--- src/rtl/fetch_controller_if.sv ---
// Fetch controller bus bundle: redirect/stall controls, instruction memory
// handshake and the delivered instruction stream.
`ifndef WORD
`define WORD 32
`endif

interface fetch_controller_if #(
  parameter int WORD = `WORD
) ();

  logic            stall;
  logic            branch_taken;
  logic [WORD-1:0] branch_target;
  logic            imem_ack;
  logic [WORD-1:0] imem_rdata;
  logic            imem_req;
  logic [WORD-1:0] imem_addr;
  logic [WORD-1:0] pc;
  logic [WORD-1:0] instr;
  logic            instr_valid;
  logic            fetch_err;

  // Controller side: issues fetches, delivers instructions downstream.
  modport master (
    input  stall,
    input  branch_taken,
    input  branch_target,
    input  imem_ack,
    input  imem_rdata,
    output imem_req,
    output imem_addr,
    output pc,
    output instr,
    output instr_valid,
    output fetch_err
  );

  // Environment side: instruction memory plus downstream pipeline.
  modport slave (
    output stall,
    output branch_taken,
    output branch_target,
    output imem_ack,
    output imem_rdata,
    input  imem_req,
    input  imem_addr,
    input  pc,
    input  instr,
    input  instr_valid,
    input  fetch_err
  );

endinterface

--- src/rtl/fetch_controller.sv ---
// Instruction fetch controller: one outstanding fetch at a time, holds the
// delivered instruction under stall, redirects on branch, retries on timeout.
//
// state   | meaning
// --------+---------------------------------------------------------------
// IDLE    | just out of reset, outputs quiet, moves to FETCH next edge
// FETCH   | imem_req high at pc, waiting for imem_ack, counting wait cycles
// DELIVER | instr valid for pc, held until downstream accepts or branch
`ifndef WORD
`define WORD 32
`endif

module fetch_controller #(
  parameter int              WORD     = `WORD,
  parameter logic [WORD-1:0] RESET_PC = '0,
  parameter int              TIMEOUT  = 15
) (
  input  logic              clk,
  input  logic              reset,
  fetch_controller_if.master bus
);

  // A TIMEOUT of 0 would give a zero-width counter; keep at least one bit.
  localparam int CW = (TIMEOUT < 1) ? 1 : $clog2(TIMEOUT + 1);
  localparam logic [CW-1:0]   WAIT_LIMIT = CW'(TIMEOUT);
  localparam logic [WORD-1:0] ALIGN_MASK = {{(WORD-2){1'b1}}, 2'b00};
  localparam logic [WORD-1:0] PC_STEP    = WORD'(4);

  typedef enum logic [1:0] {
    IDLE    = 2'd0,
    FETCH   = 2'd1,
    DELIVER = 2'd2
  } state_t;

  state_t          state, state_next;
  logic [WORD-1:0] pc_reg, pc_next;
  logic [WORD-1:0] instr_reg, instr_next;
  logic [CW-1:0]   wait_cnt, wait_cnt_next;
  logic            err_reg, err_next;
  logic [WORD-1:0] target_aligned;

  assign target_aligned = bus.branch_target & ALIGN_MASK;

  // State and datapath registers; reset aborts any fetch in flight.
  always_ff @(posedge clk or posedge reset) begin
    if (reset) begin
      state     <= IDLE;
      pc_reg    <= RESET_PC;
      instr_reg <= '0;
      wait_cnt  <= '0;
      err_reg   <= 1'b0;
    end else begin
      state     <= state_next;
      pc_reg    <= pc_next;
      instr_reg <= instr_next;
      wait_cnt  <= wait_cnt_next;
      err_reg   <= err_next;
    end
  end

  // Next-state logic; the wait counter and error pulse default to cleared so
  // they only survive while a fetch is actually waiting.
  always_comb begin
    state_next    = state;
    pc_next       = pc_reg;
    instr_next    = instr_reg;
    wait_cnt_next = '0;
    err_next      = 1'b0;
    unique case (state)
      IDLE: begin
        state_next = FETCH;
      end
      FETCH: begin
        if (bus.branch_taken) begin
          // Redirect wins over a same-cycle ack; that data belongs to the old pc.
          pc_next = target_aligned;
        end else if (bus.imem_ack) begin
          instr_next = bus.imem_rdata;
          state_next = DELIVER;
        end else if (wait_cnt == WAIT_LIMIT) begin
          // Give up on this attempt, flag it and retry the same address.
          err_next = 1'b1;
        end else begin
          wait_cnt_next = wait_cnt + CW'(1);
        end
      end
      DELIVER: begin
        if (bus.branch_taken) begin
          pc_next    = target_aligned;
          state_next = FETCH;
        end else if (!bus.stall) begin
          pc_next    = pc_reg + PC_STEP;
          state_next = FETCH;
        end
      end
      default: begin
        state_next = IDLE;
      end
    endcase
  end

  assign bus.imem_req    = (state == FETCH);
  assign bus.instr_valid = (state == DELIVER);
  assign bus.imem_addr   = pc_reg;
  assign bus.pc          = pc_reg;
  assign bus.instr       = instr_reg;
  assign bus.fetch_err   = err_reg;

endmodule

--- src/flat_wrapper.sv ---
// flat-port wrapper written by rule: the top's interface ports become plain ports
module fetch_controller_flat 
#(
  parameter int              WORD     = `WORD,
  parameter logic [WORD-1:0] RESET_PC = '0,
  parameter int              TIMEOUT  = 15
)
  (clk, reset, bus_stall, bus_branch_taken, bus_branch_target, bus_imem_ack, bus_imem_rdata, bus_imem_req, bus_imem_addr, bus_pc, bus_instr, bus_instr_valid, bus_fetch_err);
  fetch_controller_if #(.WORD(WORD)) bus_i ();
  input  logic clk;
  input  logic reset;
  input wire logic [$bits(bus_i.stall)-1:0] bus_stall;
  input wire logic [$bits(bus_i.branch_taken)-1:0] bus_branch_taken;
  input wire logic [$bits(bus_i.branch_target)-1:0] bus_branch_target;
  input wire logic [$bits(bus_i.imem_ack)-1:0] bus_imem_ack;
  input wire logic [$bits(bus_i.imem_rdata)-1:0] bus_imem_rdata;
  output wire logic [$bits(bus_i.imem_req)-1:0] bus_imem_req;
  output wire logic [$bits(bus_i.imem_addr)-1:0] bus_imem_addr;
  output wire logic [$bits(bus_i.pc)-1:0] bus_pc;
  output wire logic [$bits(bus_i.instr)-1:0] bus_instr;
  output wire logic [$bits(bus_i.instr_valid)-1:0] bus_instr_valid;
  output wire logic [$bits(bus_i.fetch_err)-1:0] bus_fetch_err;
  assign bus_i.stall = bus_stall;
  assign bus_i.branch_taken = bus_branch_taken;
  assign bus_i.branch_target = bus_branch_target;
  assign bus_i.imem_ack = bus_imem_ack;
  assign bus_i.imem_rdata = bus_imem_rdata;
  assign bus_imem_req = bus_i.imem_req;
  assign bus_imem_addr = bus_i.imem_addr;
  assign bus_pc = bus_i.pc;
  assign bus_instr = bus_i.instr;
  assign bus_instr_valid = bus_i.instr_valid;
  assign bus_fetch_err = bus_i.fetch_err;
  fetch_controller #(.WORD(WORD), .RESET_PC(RESET_PC), .TIMEOUT(TIMEOUT)) u_core (.clk(clk), .reset(reset), .bus(bus_i));
endmodule
--- config.mk ---
export PLATFORM = sky130hd
export DESIGN_NAME = fetch_controller_flat
export DESIGN_NICKNAME = d
export VERILOG_FILES = /design/src/rtl/fetch_controller_if.sv /design/src/rtl/fetch_controller.sv /design/src/flat_wrapper.sv
export SDC_FILE = /design/constraint.sdc
export NUM_CORES = 1
export LEC_CHECK = 0
export ABC_AREA = 1
export BUFFER_PORTS_ARGS = -buffer_cell sky130_fd_sc_hd__buf_2
export CELL_PAD_IN_SITES_DETAIL_PLACEMENT = 1
export CELL_PAD_IN_SITES_GLOBAL_PLACEMENT = 2
export CORE_MARGIN = 5
export CORE_UTILIZATION = 24
export CTS_BUF_LIST = sky130_fd_sc_hd__clkbuf_16
export DETAILED_ROUTE_END_ITERATION = 8
export MAX_ROUTING_LAYER = met4
export PLACE_DENSITY = 0.82
export SYNTH_ARGS = -nofsm -noshare
export SYNTH_HDL_FRONTEND = slang
export SYNTH_SLANG_ARGS = --single-unit
export TNS_END_PERCENT = 5
--- constraint.sdc ---
create_clock -name clk -period 1.9 [get_ports clk]
set_input_delay 0.285 -clock clk [delete_from_list [all_inputs] [get_ports clk]]
set_output_delay 0.285 -clock clk [all_outputs]
set_load 0.01 [all_outputs]
==> impl_summary.txt, run 1 <==
----------------------------------------------------
[Run status]
  Result of the run ... complete, no violations

[Logic synthesis]
  Synth Flop Type ... dfrtp_1
  Cell area after synthesis ... 4120 um^2
  Gate Count Post-Synth ... approximately 510
  Synth Register Bits ... 69
  Number of flops mapped to enable cells by yosys ... 0
  Synth async-reset ratio ... between 90% and 100%
  Count of cell types in the netlist ... 33
  Avg Inst Size Synth ... between 8 and 9 um^2
  Sequential element share of the synthesized area ... 41.91%
  YS warnings ... 0

[Worst setup path]
  CP Cell Sequence ... ha_2 -> nand2_2 -> nor2_4 -> nand2_4 -> nor2_4 -> nand2_1 -> nand2_1 -> nand3_1 -> nand2_1 -> nand2_1
  WP data required ... around 2.1 ns
  Stage delay of the slowest cell on the critical path ... about 0.43 ns
  Library cell appearing most often on the critical path ... nand2_1
  Crit path capture type ... flop
  Critical path type ... reg -> reg
  Cell with the biggest individual delay on the critical path ... dfrtp_1
  Top Family by Delay on Critical Path ... simple AND/OR/NAND/NOR gates
  Worst path buffer plus inverter count ... 0
  Sort of element at the start of the critical path ... flop
  CP Max Fanout ... 6
  Arrival time of data at the critical path endpoint ... 1.97 ns

[CTS]
  Clock-pin transition on the worst setup and hold timing paths ... roughly 0.06 ns
  Post-CTS setup buffers ... 0
  Number of levels in the clock H-tree ... 3
  Sinks on the clock net ... between 60 and 70
  CTS Hold Bufs ... 0
  Cts bufs inserted ... 9
  Worst skew pair latency ... 0.34 ns
  Buffer cell driving the clock tree root ... clkbuf_16
  Buffers from clock root to sink, at most ... 2
  CTS tree ... done

[Global routing]
  GR met2 Demand/Resource ... 23.03%
  Via count of the first global-routing pass ... around 4100
  Met1 usage ... approximately 17%
  Antenna violations before repair ... 0
  GRT Residual Overflow ... 0
  Routing layer with the top usage in global route ... met2
  Overall routing resource usage ... between 10% and 20%
  Global-route wire length before repair ... roughly 22000 um
  Maximum number of pins on one net before global-route repair ... 70
  Routing usage on met3 ... 4.104%

[Detailed routing]
  Number of violations reported at the end of detailed-routing iteration 0 ... 63
  Number of detailed-route iterations in the first pass ... 4
  Antenna violation net count after detailed routing ... 0
  Post-DR vias/cell ... 4.422
  Vias ... around 3800
  Remaining design rule violation count ... 0
  Total wire length ... ~14000 um
  WL per Instance ... 15.56 um

[Die]
  Die width ... 141.0 um
  Starting utilization of the core area ... between 20% and 30%
  Die Y ... about 140 um
  Core area ... between 15000 and 20000 um^2
  Number of core rows ... 48
  Num ports ... 168
  Die footprint ... just under 20000 um^2

[Final layout]
  Area growth from synthesis to layout ... 27.48%
  Final std cells w/o fill ... just under 900
  Proportion of layout cells with a drive suffix above 1 ... about two fifths
  Max FFs per register ... 32
  Most common cell after layout, fill and taps aside ... buf_2
  Core Util, Final ... a little under a third
  Leading cell types in the layout, fill and taps excluded ... buf_2 (161), nand2_1 (139), dfrtp_1 (68)
  Post-layout net count ... 710

[Placement]
  Number of placed instances, taps included ... ~850
  Buffers on Ports ... about 160
  Detailed Place HPWL ... between 10000 and 15000 um
  Last weighted congestion value of the routability-driven placer ... between 0.8 and 0.9

[STA]
  Final worst path period need ... 1.749 ns
  Setup repair after global routing missed its margin ... false
  Crit share post-route ... between 90 and 100%
  Worst Hold Slack ... about 0.047 ns
  Final clock skew ... around 0.0068 ns
  Count of endpoints failing setup in the final report ... 0
  Final TNS setup ... 0 ns
  Count of endpoints failing hold in the final timing report ... 0
  Fmax ... roughly 570 MHz
  Final count of pins violating max slew ... 0

[Power]
  Power per Cell Area ... 1225 nW/um^2
  Cell leakage power ... roughly 0.0025 uW
  Peak supply drop ... roughly 540 uV

[Worst hold path]
  Class of the tightest hold or removal check ... in -> async

[Run]
  Max-cap viol count ... 0

----------------------------------------------------
## stage by stage
stage	total power, uW	setup slack [ns]	instance area [um^2]
floorplan	3962	0.3703	4135
detailed placement	4814	0.08915	4946
global route	6938	0.01762	5250
finish	6436	0.1505	5253
CTS	6556	0.07837	5239
global placement	4722	0.1660	4946
## routing by layer
layer	vias up	wire length (um)	part of all wire [%]
met1	1840	6095	45
met3	18	784	5.8
li1	1861	-	-
met2	128	6475	48
met5	-	0	0
met4	0	182	1.3
## synthesized netlist by cell type (2+ instances only)
cell type | number | area [um^2]
o21ai_1 | 4 | 20.02
ha_1 | 2 | 25.02
a31oi_1 | 2 | 12.51
nand2_4 | 2 | 22.52
nor2_2 | 5 | 31.28
buf_2 | 9 | 45.04
and2_1 | 4 | 25.02
buf_4 | 37 | 277.8
nor2_4 | 8 | 90.09
nand3_1 | 43 | 215.2
o22ai_1 | 4 | 25.02
xor2_1 | 2 | 17.52
inv_1 | 35 | 131.4
inv_2 | 3 | 11.26
nand2_1 | 139 | 521.8
or2_2 | 6 | 37.54
dfrtp_1 | 69 | 1727
a21oi_1 | 17 | 85.08
nor2_1 | 45 | 168.9
nand2_2 | 5 | 31.28
o21a_1 | 13 | 97.59
mux2_2 | 32 | 360.4
o21ai_0 | 12 | 60.06
## worst reg2reg max path, cell delays in order, from the launching register on
cell and delay (ns):
dfrtp_1 0.43, ha_2 0.25, nand2_2 0.09, nor2_4 0.22, nand2_4 0.13, nor2_4 0.17
nand2_1 0.06, nand2_1 0.06, nand3_1 0.10, nand2_1 0.09, nand2_1 0.04
## kinds of logic after synthesis
group	count (synthesis)	synth area share [%]
simple gates	260	28.27
fa+ha+maj	2	0.6073
buf+inv	87	12.00
flops	69	41.91
mux	32	8.746
xor+xnor	2	0.4252
compound gates	55	7.956
other cells	1	0.09101
## path summary, 6_finish.rpt
check,startpoint,end,slack [ns],cells after the start
min reg2reg,u_core.wait_cnt[0],u_core.wait_cnt[0],0.48,1
min in group clk,bus_imem_rdata[22],u_core.bus.instr[22],0.18,2
max,u_core.bus.imem_addr[2],u_core.bus.imem_addr[26],0.15,10
max in group asynchronous,reset,u_core.bus.imem_addr[25],1.53,3
min,reset,u_core.bus.instr[21],0.05,3
max reg2reg,u_core.bus.imem_addr[2],u_core.bus.imem_addr[26],0.15,10
## power by group
group          switching (uW)  internal [uW]  leakage (uW)
Clock                     674           1010      0.000143
Combinational            1370            978       0.00156
Sequential                505           1900      0.000820
## area by class of cell
cell class                      count  area (um^2)
Antenna cell                        1        2.502
Tap cell                          225        281.5
Inverter                           38        148.9
Timing Repair Buffer              166        880.8
Sequential cell                    69         1728
Clock buffer                        9        225.2
Clock inverter                      7        67.56
Fill cell                        2113        11800
Multi-Input combinational cell    355         1918
## timing repair
action	in CTS	in global routing
endpoints found under the hold margin	0	0
endpoints found under the setup margin	0	12
resized for setup	0	5
No activity file was read; power rests on OpenSTA's default activity.
==> inputs of run 2 (changes only) <==
--- a/config.mk
+++ b/config.mk
@@ -10,11 +10,11 @@
 export CELL_PAD_IN_SITES_DETAIL_PLACEMENT = 1
 export CELL_PAD_IN_SITES_GLOBAL_PLACEMENT = 2
 export CORE_MARGIN = 5
-export CORE_UTILIZATION = 24
-export CTS_BUF_LIST = sky130_fd_sc_hd__clkbuf_16
+export CORE_UTILIZATION = 25
+export CTS_BUF_LIST = sky130_fd_sc_hd__clkbuf_8
 export DETAILED_ROUTE_END_ITERATION = 8
 export MAX_ROUTING_LAYER = met4
-export PLACE_DENSITY = 0.82
+export PLACE_DENSITY = 0.85
 export SYNTH_ARGS = -nofsm -noshare
 export SYNTH_HDL_FRONTEND = slang
 export SYNTH_SLANG_ARGS = --single-unit
==> constraint.sdc (replaced) <==
create_clock -name clk -period 1.9 [get_ports clk]
set_input_delay 0.19 -clock clk [delete_from_list [all_inputs] [get_ports clk]]
set_output_delay 0.19 -clock clk [all_outputs]
set_load 0.01 [all_outputs]
==> impl_summary.txt, run 2 (synthesized netlist as in run 1, its figures left out) <==
----------------------------------------------------
[Placement]
  Buffers on Ports ... 161 (unchanged)
  Placed standard-cell area ... 4940 um^2 (-0.13%)
  Detailed Place HPWL ... 10290 um (-0.26%)
  Last weighted congestion value of the routability-driven placer ... 0.8150 (-0.54%)

[Worst setup path]
  Crit path capture type ... flop
  Critical path type ... reg -> reg
  Sort of element at the start of the critical path ... flop
  CP Max Fanout ... 6 (unchanged)
  WP data required ... 2.15 ns (+0.03 ns)
  Arrival time of data at the critical path endpoint ... 2.00 ns (+0.03 ns)

[Final layout]
  Register Area ... 1728 um^2 (unchanged)
  Most common cell after layout, fill and taps aside ... buf_2
  Proportion of layout cells with a drive suffix above 1 ... 38.45% (-0.21 points)
  Area taken by multi-input logic gates ... 1911 um^2 (-0.39%)
  Post-layout net count ... 711 (+0.14%)
  Leading cell types in the layout, fill and taps excluded ... buf_2 (161), nand2_1 (139), dfrtp_1 (68)
  Area growth from synthesis to layout ... 25.17%
  Fill cell total of the finished layout ... 2070 (-2.0%)
  Final design instance area without fill ... 5157 um^2 (-1.8%)
  Max FFs per register ... 32 (unchanged)

[Die]
  Starting utilization of the core area ... 25.20% (+1.0 points)
  Die width ... 138.4 um (-1.9%)
  Number of core rows ... 47 (-2.1%)
  Core area ... 16350 um^2 (-4.2%)
  Die footprint ... 19150 um^2 (-3.7%)
  Num ports ... 168 (unchanged)
  Die Y ... 138.4 um (-1.9%)

[CTS]
  Worst skew pair latency ... 0.37 ns (+0.03 ns)
  Cts bufs inserted ... 9 (unchanged)
  Buffer cell driving the clock tree root ... clkbuf_8
  Clock-pin transition on the worst setup and hold timing paths ... 0.08 ns (+0.02 ns)
  Post-CTS setup buffers ... 0 (unchanged)
  Buffers from clock root to sink, at most ... 2 (unchanged)
  CTS tree ... done
  Sinks on the clock net ... 69 (unchanged)
  Number of levels in the clock H-tree ... 3 (unchanged)

[Global routing]
  GRT Residual Overflow ... 0 (unchanged)
  Maximum number of pins on one net before global-route repair ... 70 (unchanged)
  Via count of the first global-routing pass ... 4214 (+1.8%)
  Overall routing resource usage ... 14.73% (+0.58 points)
  Global-route wire length before repair ... 22300 um (+2.7%)
  Antenna violations before repair ... 2 (+2)

[Detailed routing]
  Antenna violation net count after detailed routing ... 0 (unchanged)
  Total wire length ... 13550 um (about the same)
  Number of detailed-route iterations in the first pass ... 4 (unchanged)
  Post-DR vias/cell ... 4.419 (about the same)
  Vias ... 3831 (-0.42%)
  Remaining design rule violation count ... 0 (unchanged)
  WL per Instance ... 15.63 um (+0.42%)
  Number of violations reported at the end of detailed-routing iteration 0 ... 161 (+160%)

[STA]
  Final TNS setup ... 0 ns (unchanged)
  Final clock skew ... 0.01660 ns (+0.009821 ns)
  Count of endpoints failing setup in the final report ... 0 (unchanged)
  Fmax ... 571.5 MHz (about the same)
  Count of endpoints failing hold in the final timing report ... 0 (unchanged)
  Crit share post-route ... 92.09% (about the same)
  Final worst path period need ... 1.750 ns (+0.0001730 ns)
  Final count of pins violating max slew ... 0 (unchanged)
  Setup repair after global routing missed its margin ... false

[Power]
  Cell leakage power ... 0.002476 uW (-1.8%)
  Peak supply drop ... 477.0 uV (-11%)
  Power per Cell Area ... 1167 nW/um^2 (-4.8%)

[Worst hold path]
  Class of the tightest hold or removal check ... in -> reg

[Run status]
  Result of the run ... complete, no violations

[Run]
  Max-cap viol count ... 0 (unchanged)

----------------------------------------------------
-- run 2: final timing paths --
path	from	endpoint	slack, ns	depth (start not counted)
max	u_core.bus.imem_addr[2]	u_core.bus.imem_addr[20]	0.15	8
min	bus_imem_rdata[24]	u_core.bus.instr[24]	0.05	2
max reg2reg	u_core.bus.imem_addr[2]	u_core.bus.imem_addr[20]	0.15	8
min reg2reg	u_core.wait_cnt[0]	u_core.wait_cnt[0]	0.49	1
max in group asynchronous	reset	u_core.bus.imem_addr[3]	1.05	4
min in group asynchronous	reset	u_core.bus.imem_addr[14]	0.49	4
-- run 2: worst max-delay path: stages, from the launching register on --
cell     delay, ns
dfrtp_1       0.43
ha_1          0.25
nand2_2       0.10
nor2_4        0.23
nand3_1       0.18
o21ai_0       0.19
nand3_1       0.13
nand2_1       0.09
nand2_1       0.06
-- run 2: through the flow --
stage | utilization (%) | hold slack (ns) | cells | total power [uW] | worst slack, ns
finish | 31.55 | 0.04779 | 867 | 6018 | 0.1503
global route | 31.55 | 0.03417 | 867 | 6477 | 0.03201
CTS | 31.49 | 0.02022 | 865 | 6126 | 0.1191
detailed placement | 30.22 | 0.3329 | 848 | 4814 | 0.1218
global placement | 30.22 | 0.3198 | 848 | 4708 | 0.1821
floorplan | - | 0.3404 | 511 | 3962 | 0.3703
-- run 2: power by group --
part	internal, uW	switching [uW]
logic	975	1360
clock network	610	664
registers	1900	504
total	3490	2530
-- run 2: cell type report --
cell class                      instances  share of cell area [%]
Multi-Input combinational cell        355                   37.05
Clock inverter                          7                   1.456
Tap cell                              220                   5.337
Sequential cell                        69                   33.50
Antenna cell                            2                 0.09704
Inverter                               38                   2.887
Clock buffer                            9                   2.402
Timing Repair Buffer                  167                   17.27
-- run 2: layer usage --
| layer | global-route usage (%) | up-vias | share of wire [%] |
|---|---|---|---|
| li1 | - | 1861 | - |
| met1 | 17.64 | 1819 | 44 |
| met2 | 24.18 | 129 | 48 |
| met3 | 3.557 | 22 | 6.1 |
| met4 | 5.356 | 0 | 2.1 |
| met5 | - | - | 0 |
-- run 2: repair_timing --
| item | CTS | global route |
|---|---|---|
| endpoints found under the hold margin | 69 | 0 |
| hold buffers | 1 | 0 |
| resized for setup | 0 | 3 |
| endpoints found under the setup margin | 0 | 11 |
==> inputs of run 3 (changes only) <==
--- a/config.mk
+++ b/config.mk
@@ -10,11 +10,10 @@
 export CELL_PAD_IN_SITES_DETAIL_PLACEMENT = 1
 export CELL_PAD_IN_SITES_GLOBAL_PLACEMENT = 2
 export CORE_MARGIN = 5
-export CORE_UTILIZATION = 25
+export CORE_UTILIZATION = 30
 export CTS_BUF_LIST = sky130_fd_sc_hd__clkbuf_8
 export DETAILED_ROUTE_END_ITERATION = 8
-export MAX_ROUTING_LAYER = met4
-export PLACE_DENSITY = 0.85
+export PLACE_DENSITY = 0.95
 export SYNTH_ARGS = -nofsm -noshare
 export SYNTH_HDL_FRONTEND = slang
 export SYNTH_SLANG_ARGS = --single-unit
==> constraint.sdc (replaced) <==
create_clock -name clk -period 2.18 [get_ports clk]
set_input_delay 0.218 -clock clk [delete_from_list [all_inputs] [get_ports clk]]
set_output_delay 0.218 -clock clk [all_outputs]
set_load 0.01 [all_outputs]
==> impl_summary.txt, run 3 (synthesized netlist as in run 1, its figures left out) <==
----------------------------------------------------
[STA]
  Final clock skew ... 0.01327 ns (-0.003330 ns)
  Final count of pins violating max slew ... 0 (unchanged)
  Count of endpoints failing setup in the final report ... 0 (unchanged)
  Final TNS setup ... 0 ns (unchanged)
  Final worst path period need ... 1.885 ns (+0.1357 ns)
  Transition at the pin with the smallest max-transition slack ... ~0.78 ns
  Count of endpoints failing hold in the final timing report ... 0 (unchanged)
  Setup repair after global routing missed its margin ... false
  Slew Limit Headroom ... between 40 and 50%
  Fmax ... 530.4 MHz (-7.2%)
  Crit share post-route ... 86.48% (-5.6 points)

[CTS]
  Clock-pin transition on the worst setup and hold timing paths ... 0.08 ns (about the same)
  Number of levels in the clock H-tree ... 3 (unchanged)
  Worst skew pair latency ... 0.37 ns (about the same)
  Sinks on the clock net ... 69 (unchanged)
  # resized after CTS ... 0 (unchanged)
  CTS tree ... done
  Cts bufs inserted ... 9 (unchanged)
  Buffers from clock root to sink, at most ... 2 (unchanged)
  Buffer cell driving the clock tree root ... clkbuf_8

[Final layout]
  Area growth from synthesis to layout ... 22.90%
  Fill cell total of the finished layout ... 1680 (-19%)
  Post-layout net count ... 709 (-0.28%)
  Max FFs per register ... 32 (unchanged)
  Inserted Diodes ... 0 (-2)
  Most common cell after layout, fill and taps aside ... buf_2
  Core Util, Final ... 37.94% (+6.4 points)
  Leading cell types in the layout, fill and taps excluded ... buf_2 (161), nand2_1 (139), dfrtp_1 (69)
  Proportion of layout cells with a drive suffix above 1 ... 37.85% (-0.60 points)

[Detailed routing]
  Total wire length ... 12890 um (-4.8%)
  Antenna violation net count after detailed routing ... 0 (unchanged)
  Vias ... 3810 (-0.55%)
  Remaining design rule violation count ... 0 (unchanged)
  WL per Instance ... 15.76 um (+0.87%)
  Number of violations reported at the end of detailed-routing iteration 0 ... 119 (-26%)
  Post-DR vias/cell ... 4.658 (+5.4%)
  Number of detailed-route iterations in the first pass ... 4 (unchanged)

[Worst setup path]
  Critical Path End ... u_core.bus.instr[31]
  CP Max Fanout ... 33 (+27)
  Critical path startpoint ... u_core.state[1]
  Critical path type ... reg -> reg
  WP data required ... 2.43 ns (+0.28 ns)
  Source of the worst register-to-register timing path ... u_core.state[1]
  Arrival time of data at the critical path endpoint ... 2.13 ns (+0.13 ns)
  Endpoint of the worst register-to-register path ... u_core.bus.instr[31]
  Worst-case register-to-register setup slack ... 0.29 ns (+0.14 ns)
  Crit path capture type ... flop
  Sort of element at the start of the critical path ... flop
  Cell depth of the worst flop-to-flop path ... 5 (-3)

[Global routing]
  Overall routing resource usage ... 16.40% (+1.7 points)
  Maximum number of pins on one net before global-route repair ... 70 (unchanged)
  Via count of the first global-routing pass ... 4059 (-3.7%)
  Global-route wire length before repair ... 21000 um (-5.8%)
  Antenna violations before repair ... 2 (unchanged)
  GRT Residual Overflow ... 0 (unchanged)

[Run status]
  Result of the run ... complete, no violations

[Worst hold path]
  Class of the tightest hold or removal check ... in -> reg

[Power]
  Net Sw Power ... 2129 uW (-16%)
  Combinational share of power ... 38.7% (-0.2 points)
  Power share of the sequential group ... 40.2% (+0.3 points)
  Peak supply drop ... 508.0 uV (+6.5%)
  Share of total power in the clock network ... 21.1% (about the same)
  Power per Cell Area ... 1028 nW/um^2 (-12%)
  Cell leakage power ... 0.002472 uW (-0.13%)
  Power Internal ... 3074 uW (-12%)
  Tot Pwr ... 5203 uW (-14%)
  Switching power share of the total ... 40.91% (-1.2 points)

[Die]
  Starting utilization of the core area ... 30.87% (+5.7 points)
  Die footprint ... 16180 um^2 (-16%)
  Die width ... 127.2 um (-8.1%)
  Die Y ... 127.2 um (-8.1%)
  Num ports ... 168 (unchanged)
  Core area ... 13350 um^2 (-18%)
  Number of core rows ... 42 (-11%)

[Placement]
  Last weighted congestion value of the routability-driven placer ... 0.8464 (+3.9%)
  Detailed Place HPWL ... 9864 um (-4.2%)
  Buffers on Ports ... 161 (unchanged)

[Run]
  Max-cap viol count ... 0 (unchanged)

----------------------------------------------------
## run 3: area by class of cell
type	instances	area, um^2	share of cell area [%]
clock buffers	11	151.4	2.990
clock inverters	4	48.80	0.9637
inverters	38	142.6	2.817
multi-input cells	355	1911	37.73
flip-flops and latches	69	1727	34.10
well taps	176	220.2	4.349
repair buffers	165	863.3	17.05
## run 3: critical path, stage by stage (launching register included)
cell and delay (ns):
dfrtp_1 0.40, inv_1 0.06, nand2_1 0.09, inv_1 0.09
nand3_2 0.59, mux2_2 0.54
## run 3: metal layers
metal,global-route usage [%],vias up,share of wire (%),wire (um)
li1,-,1855,-,-
met1,19.26,1804,42,5361
met2,27.55,131,48,6135
met3,6.177,16,9.0,1162
met4,5.678,4,1.6,206
met5,0,-,0.21,27
## run 3: repair_timing
action | in CTS | in global routing
buffers inserted | 0 | 0
hold buffers | 1 | 0
setup endpoints to repair | 0 | 0
endpoints found under the hold margin | 69 | 0
## run 3: through the flow
step,cells,area (um^2),hold slack [ns],worst slack [ns]
final,818,5064,0.08294,0.2947
after global placement,802,4853,0.3229,0.3546
after floorplan,511,4131,0.3684,0.2221
after CTS,818,5064,0.05378,0.2664
after detailed placement,802,4853,0.3358,0.2840
after global routing,818,5064,0.06555,0.1388
## run 3: power groups by stage
stage                     clock (uW)  sequential [uW]  combinational [uW]
after floorplan                    0             2200                1260
after global placement             0             2080                2000
after detailed placement           0             2120                2050
after CTS                       1150             2100                2060
after global routing            1200             2180                2240
final                           1100             2090                2010
## run 3: worst min path at each step
stage,from,to,slack (ns),cells after the start
CTS,bus_imem_rdata[26],u_core.bus.instr[26],0.05,2
floorplan,bus_imem_rdata[15],u_core.bus.instr[15],0.37,1
finish,bus_imem_rdata[7],u_core.bus.instr[7],0.08,2
detailed placement,reset,u_core.bus.instr[10],0.34,3
global placement,reset,u_core.bus.instr[8],0.32,3
global route,bus_imem_rdata[13],u_core.bus.instr[13],0.07,2
